[src/rtl/ar_r_channel_if.sv]
// AXI read-address / read-data channel bundle for the SRAM-like read bridge.
// The bridge drives the master side; the AXI slave (interconnect or memory) drives the slave side.
interface ar_r_channel_if;
   logic [3:0]  arid;
   logic [31:0] araddr;
   logic [7:0]  arlen;
   logic [2:0]  arsize;
   logic [1:0]  arburst;
   logic [1:0]  arlock;
   logic [3:0]  arcache;
   logic [2:0]  arprot;
   logic        arvalid;
   logic        arready;
   logic [3:0]  rid;
   logic [31:0] rdata;
   logic [1:0]  rresp;
   logic        rlast;
   logic        rvalid;
   logic        rready;

   modport master (
      output arid, araddr, arlen, arsize, arburst, arlock, arcache, arprot, arvalid, rready,
      input  arready, rid, rdata, rresp, rlast, rvalid
   );

   modport slave (
      input  arid, araddr, arlen, arsize, arburst, arlock, arcache, arprot, arvalid, rready,
      output arready, rid, rdata, rresp, rlast, rvalid
   );
endinterface

[src/rtl/ar_r_channel.sv]
// Read half of the SRAM-like-to-AXI bridge: arbitrates inst/data reads (data first),
// issues single-beat AR transactions one at a time and returns R data with a registered data_ok.
module ar_r_channel #(
   parameter logic [3:0] INST_ID = 4'd0,
   parameter logic [3:0] DATA_ID = 4'd1
) (
   input  logic        clk,
   input  logic        resetn,
   input  logic        inst_sram_req,
   input  logic        inst_sram_wr,
   input  logic [1:0]  inst_sram_size,
   input  logic [31:0] inst_sram_addr,
   output logic        inst_sram_addr_ok,
   output logic        inst_sram_data_ok,
   output logic [31:0] inst_sram_rdata,
   input  logic        data_sram_req,
   input  logic        data_sram_wr,
   input  logic [1:0]  data_sram_size,
   input  logic [31:0] data_sram_addr,
   output logic        data_sram_addr_ok,
   output logic        data_sram_data_ok,
   output logic [31:0] data_sram_rdata,
   input  logic        write_busy,
   ar_r_channel_if.master axi
);
   typedef enum logic [1:0] {IDLE, AR, R, RESP} state_e;

   state_e      state_q, state_d;
   logic        src_q, src_d;          // 1: transaction belongs to the data port
   logic        arvalid_q, arvalid_d;
   logic        rready_q, rready_d;
   logic [3:0]  arid_q, arid_d;
   logic [31:0] araddr_q, araddr_d;
   logic [1:0]  size_q, size_d;
   logic [31:0] inst_rdata_q, inst_rdata_d;
   logic [31:0] data_rdata_q, data_rdata_d;
   logic        inst_ok_q, inst_ok_d;
   logic        data_ok_q, data_ok_d;

   logic inst_rd, data_rd;
   // Holding data reads while a write is in flight keeps reads from overtaking it.
   assign inst_rd = inst_sram_req && !inst_sram_wr;
   assign data_rd = data_sram_req && !data_sram_wr && !write_busy;

   always_comb begin
      state_d      = state_q;
      src_d        = src_q;
      arvalid_d    = arvalid_q;
      rready_d     = rready_q;
      arid_d       = arid_q;
      araddr_d     = araddr_q;
      size_d       = size_q;
      inst_rdata_d = inst_rdata_q;
      data_rdata_d = data_rdata_q;
      inst_ok_d    = 1'b0;
      data_ok_d    = 1'b0;
      case (state_q)
         IDLE: begin
            if (data_rd) begin
               src_d     = 1'b1;
               arid_d    = DATA_ID;
               araddr_d  = data_sram_addr;
               size_d    = data_sram_size;
               arvalid_d = 1'b1;
               state_d   = AR;
            end else if (inst_rd) begin
               src_d     = 1'b0;
               arid_d    = INST_ID;
               araddr_d  = inst_sram_addr;
               size_d    = inst_sram_size;
               arvalid_d = 1'b1;
               state_d   = AR;
            end
         end
         AR: begin
            if (arvalid_q && axi.arready) begin
               arvalid_d = 1'b0;
               rready_d  = 1'b1;
               state_d   = R;
            end
         end
         R: begin
            // rid is not consulted: with one read outstanding, src alone routes the beat.
            if (axi.rvalid && rready_q) begin
               if (src_q) data_rdata_d = axi.rdata;
               else       inst_rdata_d = axi.rdata;
               data_ok_d = src_q;
               inst_ok_d = !src_q;
               rready_d  = 1'b0;
               state_d   = RESP;
            end
         end
         RESP:    state_d = IDLE;
         default: state_d = IDLE;
      endcase
   end

   always_ff @(posedge clk or negedge resetn) begin
      if (!resetn) begin
         state_q      <= IDLE;
         src_q        <= 1'b0;
         arvalid_q    <= 1'b0;
         rready_q     <= 1'b0;
         arid_q       <= '0;
         araddr_q     <= '0;
         size_q       <= '0;
         inst_rdata_q <= '0;
         data_rdata_q <= '0;
         inst_ok_q    <= 1'b0;
         data_ok_q    <= 1'b0;
      end else begin
         state_q      <= state_d;
         src_q        <= src_d;
         arvalid_q    <= arvalid_d;
         rready_q     <= rready_d;
         arid_q       <= arid_d;
         araddr_q     <= araddr_d;
         size_q       <= size_d;
         inst_rdata_q <= inst_rdata_d;
         data_rdata_q <= data_rdata_d;
         inst_ok_q    <= inst_ok_d;
         data_ok_q    <= data_ok_d;
      end
   end

   assign inst_sram_addr_ok = (state_q == AR) && axi.arready && !src_q;
   assign data_sram_addr_ok = (state_q == AR) && axi.arready &&  src_q;
   assign inst_sram_data_ok = inst_ok_q;
   assign data_sram_data_ok = data_ok_q;
   assign inst_sram_rdata   = inst_rdata_q;
   assign data_sram_rdata   = data_rdata_q;

   assign axi.arid    = arid_q;
   assign axi.araddr  = araddr_q;
   assign axi.arlen   = 8'd0;
   assign axi.arsize  = {1'b0, size_q};
   assign axi.arburst = 2'b01;
   assign axi.arlock  = 2'b00;
   assign axi.arcache = 4'd0;
   assign axi.arprot  = 3'd0;
   assign axi.arvalid = arvalid_q;
   assign axi.rready  = rready_q;

   logic unused_r;
   assign unused_r = ^{axi.rid, axi.rresp, axi.rlast};
endmodule

[src/flat_wrapper.sv]
// flat-port wrapper written by rule: the top's interface ports become plain ports
module ar_r_channel_flat 
#(
   parameter logic [3:0] INST_ID = 4'd0,
   parameter logic [3:0] DATA_ID = 4'd1
)
  (clk, resetn, inst_sram_req, inst_sram_wr, inst_sram_size, inst_sram_addr, inst_sram_addr_ok, inst_sram_data_ok, inst_sram_rdata, data_sram_req, data_sram_wr, data_sram_size, data_sram_addr, data_sram_addr_ok, data_sram_data_ok, data_sram_rdata, write_busy, axi_arid, axi_araddr, axi_arlen, axi_arsize, axi_arburst, axi_arlock, axi_arcache, axi_arprot, axi_arvalid, axi_rready, axi_arready, axi_rid, axi_rdata, axi_rresp, axi_rlast, axi_rvalid);
  ar_r_channel_if axi_i ();
  input  logic clk;
  input  logic resetn;
  input  logic inst_sram_req;
  input  logic inst_sram_wr;
  input  logic [1:0] inst_sram_size;
  input  logic [31:0] inst_sram_addr;
  output logic inst_sram_addr_ok;
  output logic inst_sram_data_ok;
  output logic [31:0] inst_sram_rdata;
  input  logic data_sram_req;
  input  logic data_sram_wr;
  input  logic [1:0] data_sram_size;
  input  logic [31:0] data_sram_addr;
  output logic data_sram_addr_ok;
  output logic data_sram_data_ok;
  output logic [31:0] data_sram_rdata;
  input  logic write_busy;
  output wire logic [$bits(axi_i.arid)-1:0] axi_arid;
  output wire logic [$bits(axi_i.araddr)-1:0] axi_araddr;
  output wire logic [$bits(axi_i.arlen)-1:0] axi_arlen;
  output wire logic [$bits(axi_i.arsize)-1:0] axi_arsize;
  output wire logic [$bits(axi_i.arburst)-1:0] axi_arburst;
  output wire logic [$bits(axi_i.arlock)-1:0] axi_arlock;
  output wire logic [$bits(axi_i.arcache)-1:0] axi_arcache;
  output wire logic [$bits(axi_i.arprot)-1:0] axi_arprot;
  output wire logic [$bits(axi_i.arvalid)-1:0] axi_arvalid;
  output wire logic [$bits(axi_i.rready)-1:0] axi_rready;
  input wire logic [$bits(axi_i.arready)-1:0] axi_arready;
  input wire logic [$bits(axi_i.rid)-1:0] axi_rid;
  input wire logic [$bits(axi_i.rdata)-1:0] axi_rdata;
  input wire logic [$bits(axi_i.rresp)-1:0] axi_rresp;
  input wire logic [$bits(axi_i.rlast)-1:0] axi_rlast;
  input wire logic [$bits(axi_i.rvalid)-1:0] axi_rvalid;
  assign axi_arid = axi_i.arid;
  assign axi_araddr = axi_i.araddr;
  assign axi_arlen = axi_i.arlen;
  assign axi_arsize = axi_i.arsize;
  assign axi_arburst = axi_i.arburst;
  assign axi_arlock = axi_i.arlock;
  assign axi_arcache = axi_i.arcache;
  assign axi_arprot = axi_i.arprot;
  assign axi_arvalid = axi_i.arvalid;
  assign axi_rready = axi_i.rready;
  assign axi_i.arready = axi_arready;
  assign axi_i.rid = axi_rid;
  assign axi_i.rdata = axi_rdata;
  assign axi_i.rresp = axi_rresp;
  assign axi_i.rlast = axi_rlast;
  assign axi_i.rvalid = axi_rvalid;
  ar_r_channel #(.INST_ID(INST_ID), .DATA_ID(DATA_ID)) u_core (.clk(clk), .resetn(resetn), .inst_sram_req(inst_sram_req), .inst_sram_wr(inst_sram_wr), .inst_sram_size(inst_sram_size), .inst_sram_addr(inst_sram_addr), .inst_sram_addr_ok(inst_sram_addr_ok), .inst_sram_data_ok(inst_sram_data_ok), .inst_sram_rdata(inst_sram_rdata), .data_sram_req(data_sram_req), .data_sram_wr(data_sram_wr), .data_sram_size(data_sram_size), .data_sram_addr(data_sram_addr), .data_sram_addr_ok(data_sram_addr_ok), .data_sram_data_ok(data_sram_data_ok), .data_sram_rdata(data_sram_rdata), .write_busy(write_busy), .axi(axi_i));
endmodule
[config.mk]
export PLATFORM = sky130hd
export DESIGN_NAME = ar_r_channel_flat
export DESIGN_NICKNAME = d
export VERILOG_FILES = /design/src/rtl/ar_r_channel_if.sv /design/src/rtl/ar_r_channel.sv /design/src/flat_wrapper.sv
export SDC_FILE = /design/constraint.sdc
export NUM_CORES = 1
export LEC_CHECK = 0
export CAP_MARGIN = 20
export CORE_UTILIZATION = 43
export CTS_CLUSTER_DIAMETER = 50
export CTS_CLUSTER_SIZE = 10
export DETAILED_ROUTE_END_ITERATION = 8
export PLACE_DENSITY = 0.86
export SETUP_SLACK_MARGIN = 0.15
export SYNTH_ARGS = -nofsm -noshare
export SYNTH_HDL_FRONTEND = slang
export SYNTH_SLANG_ARGS = --single-unit
[constraint.sdc]
create_clock -name clk -period 4.43 [get_ports clk]
set_input_delay 1.329 -clock clk [delete_from_list [all_inputs] [get_ports clk]]
set_output_delay 1.329 -clock clk [all_outputs]
set_load 0.005 [all_outputs]
==> flow_summary.json <==
{
  "status": "finished clean",
  "drc": 0,
  "rows": 37,
  "hpwlAfterDp_microns": 8400,
  "ys_ff_latch": 105,
  "grt_setup_unrepaired": "false",
  "fin_tns_setup_ns": 0,
  "start_util_pct": 45.0,
  "route.vias.total": 3224,
  "skew_ns": 0.0119,
  "areaGrowthSynthToFinish_pct": 49.5,
  "synth-async-reset-ratio_pct": 100,
  "ys.flop_type": "dfrtp_1",
  "drive_gt1_share_pct": 30.0,
  "min_path_type": "flop to flop",
  "synth_cell_type_count": 25,
  "cts_setup_buffers": 0,
  "critPathMaxFanout": 3,
  "path_class": "input port to output port",
  "r2r-start": "u_core.state_q[0]",
  "drv_slew": 0,
  "setup_viol": 0,
  "grt_pass1_vias": 3543,
  "pre_cts_ws_ns": 0.580,
  "clk_latency_ns": 0.37,
  "cp.arrival_ns": 2.52,
  "clkSinkCount": 105,
  "postCtsResizedCells": 0,
  "portBuffers": 213,
  "netlist_instances": 308,
  "die_h_microns": 107,
  "nNetsFinal": 641,
  "grt_pass1_wl_microns": 17600,
  "core-area_sq_mm": 0.0105,
  "hold_violations": 0,
  "drtPass1Iterations": 4,
  "crit_path_end_kind": "output port",
  "fmax_ghz": 0.260,
  "cp-startpoint": "axi_arready",
  "min_period_ns": 3.85,
  "synth-edff-count": 0,
  "wl_per_cell_microns": 16.9,
  "worstMarginPinSlew_ns": 0.922,
  "antenna_found_initial": 0,
  "post-route-period-util_pct": 86.9,
  "finalWeightedCongestion": 0.729,
  "critPathCapture": "data_sram_addr_ok",
  "ir_worst_vdd_v": 0.000337,
  "wirelength_microns": 11200,
  "design.die.area_sq_mm": 0.0114,
  "slew_headroom_pct": 38.5,
  "drtIter0Drc": 65,
  "netlist_area_sq_mm": 0.00473,
  "r2r-end": "u_core.axi.araddr[12]",
  "grt_overflow": 0,
  "ant_nets": 0,
  "ff2ff_setup_slack_ns": 2.44,
  "maxCapViolCount": 0,
  "worst_slack_ns": 0.580,
  "io_pins": 244,
  "cts_made_buffers": 9,
  "powerDensity_mw_per_mm2": 597,
  "die_w_microns": 107,
  "fin_util_pct": 67.3,
  "whs_ns": 0.512,
  "grt_use_total_pct": 20.2,
  "num_antenna_cells": 0,
  "fin_total_pwr_mw": 4.22,
  "required_ns": 3.10,
  "p_leak_nw": 3.09,
  "cts_root_buffer": "clkbuf_8",
  "nFillCells": 783,
  "synth_area_per_cell_sq_um": 15.4,
  "viasPerCell": 4.86,
  "grt_max_degree": 75,
  "hold_buffers": 0,
  "cts_tree": "yes",
  "yosysWarnings": 0,
  "seq_area_frac_synth_pct": 55.5,
  "r2r_cells": 6,
  "path_clk_slew_ns": 0.10,
  "cts_buffer_depth": 2,
  "cts-htree-levels": 3,
  "crit_path_start_kind": "input port"
}
-- cells in the final DEF (no fill, tap or decap) --
master / instances
a311oi_2: 1
o21ai_0: 1
buf_4: 7
o31ai_1: 1
or3b_4: 1
nor2_1: 2
mux2i_1: 1
inv_8: 1
clkinvlp_4: 1
conb_1: 23
ha_1: 3
nand4_1: 3
clkdlybuf4s50_1: 212
clkbuf_1: 1
clkbuf_8: 9
o22ai_1: 1
inv_6: 2
mux2_4: 32
a21oi_1: 1
clkinv_2: 1
nand2b_1: 2
a21oi_4: 1
mux2_2: 100
dfrtp_1: 105
nand2_1: 2
or3b_2: 1
o32a_1: 1
a21boi_0: 3
inv_1: 7
clkinv_4: 1
-- logic make-up (layout without fill, tap and decap cells) --
| group | Yosys count | after routing | share of synthesized area (%) |
|---|---|---|---|
| multiplexers | 133 | 133 | 34.2 |
| flip-flops | 105 | 105 | 55.5 |
| AND/OR/NAND/NOR | 11 | 11 | 1.40 |
| buffers and inverters | 44 | 242 | 6.08 |
| AO/OA/AOI/OAI | 10 | 10 | 1.85 |
| adder cells (fa/ha/maj) | 3 | 3 | 0.794 |
| other | 2 | 23 | 0.159 |
-- cell usage after synthesis, drive strengths merged, types with 2 or more instances --
| library cell | number | share of area, % |
|---|---|---|
| ha | 3 | 0.79 |
| inv | 7 | 0.56 |
| buf | 31 | 5.1 |
| or3b | 2 | 0.42 |
| conb | 2 | 0.16 |
| nand2b | 2 | 0.26 |
| dfrtp | 105 | 56 |
| nand2 | 2 | 0.16 |
| mux2 | 132 | 34 |
| clkbuf | 6 | 0.48 |
| nor2 | 2 | 0.16 |
| a21boi | 3 | 0.48 |
| nand4 | 3 | 0.40 |
| a21oi | 2 | 0.45 |
-- critical path, cell delays in order --
cell             delay [ns]
clkdlybuf4s50_1        0.49
nand2_1                0.08
nor2_1                 0.11
clkdlybuf4s50_1        0.51
-- routing by layer --
layer / vias up / global-route usage, % / wire length [microns]
li1: 1454 / - / -
met1: 1637 / 21.3 / 4160
met2: 117 / 38.0 / 6120
met3: 16 / 5.78 / 718
met4: 0 / 6.95 / 201
met5: - / 0 / 0
-- worst min-delay path by stage --
| stage | slack (ns) | startpoint | endpoint | depth (start not counted) |
|---|---|---|---|---|
| 3_5_place_dp | 0.49 | u_core.inst_sram_rdata[27] | u_core.inst_sram_rdata[27] | 1 |
| 2_1_floorplan | 0.50 | u_core.state_q[0] | u_core.state_q[0] | 1 |
| 5_1_grt | 0.53 | u_core.inst_sram_rdata[13] | u_core.inst_sram_rdata[13] | 1 |
| 4_1_cts | 0.52 | u_core.inst_sram_rdata[24] | u_core.inst_sram_rdata[24] | 1 |
| 6_report | 0.51 | u_core.inst_sram_rdata[21] | u_core.inst_sram_rdata[21] | 1 |
| 3_3_place_gp | 0.49 | u_core.inst_sram_rdata[16] | u_core.inst_sram_rdata[16] | 1 |
-- per-stage QoR --
| step | instance area [sq um] | instances |
|---|---|---|
| final | 7070 | 663 |
| after global routing | 7070 | 663 |
| after CTS | 7070 | 663 |
| after detailed placement | 6890 | 647 |
| after global placement | 6890 | 647 |
| after floorplan | 4810 | 329 |
-- power breakdown --
part	total (mW)	leakage [nW]	switching, mW	internal, mW
registers	1.68	1.27	0.246	1.43
logic	1.99	1.74	0.610	1.38
clock network	0.551	0.0892	0.338	0.213
-- sequential cells by signal, summed over array words and instances, names as in the netlist --
| signal | cells |
|---|---|
| u_core.size_q | 2 |
| u_core.axi.arvalid | 1 |
| u_core.data_sram_data_ok | 1 |
| u_core.inst_sram_data_ok | 1 |
| u_core.axi.rready | 1 |
| u_core.state_q | 2 |
| u_core.axi.arid | 1 |
| u_core.axi.araddr | 32 |
| u_core.data_sram_rdata | 32 |
| u_core.inst_sram_rdata | 32 |
-- cell type report --
| class | instances | area (sq um) | area share (%) |
|---|---|---|---|
| inverter | 7 | 26.3 | 0.372 |
| timing repair buffer | 219 | 2170 | 30.8 |
| tap | 136 | 170 | 2.41 |
| clock buffer | 10 | 128 | 1.80 |
| multi-input combinational | 180 | 1890 | 26.8 |
| clock inverter | 6 | 50.0 | 0.708 |
| sequential | 105 | 2630 | 37.2 |
(Power assumes the default switching activity.)
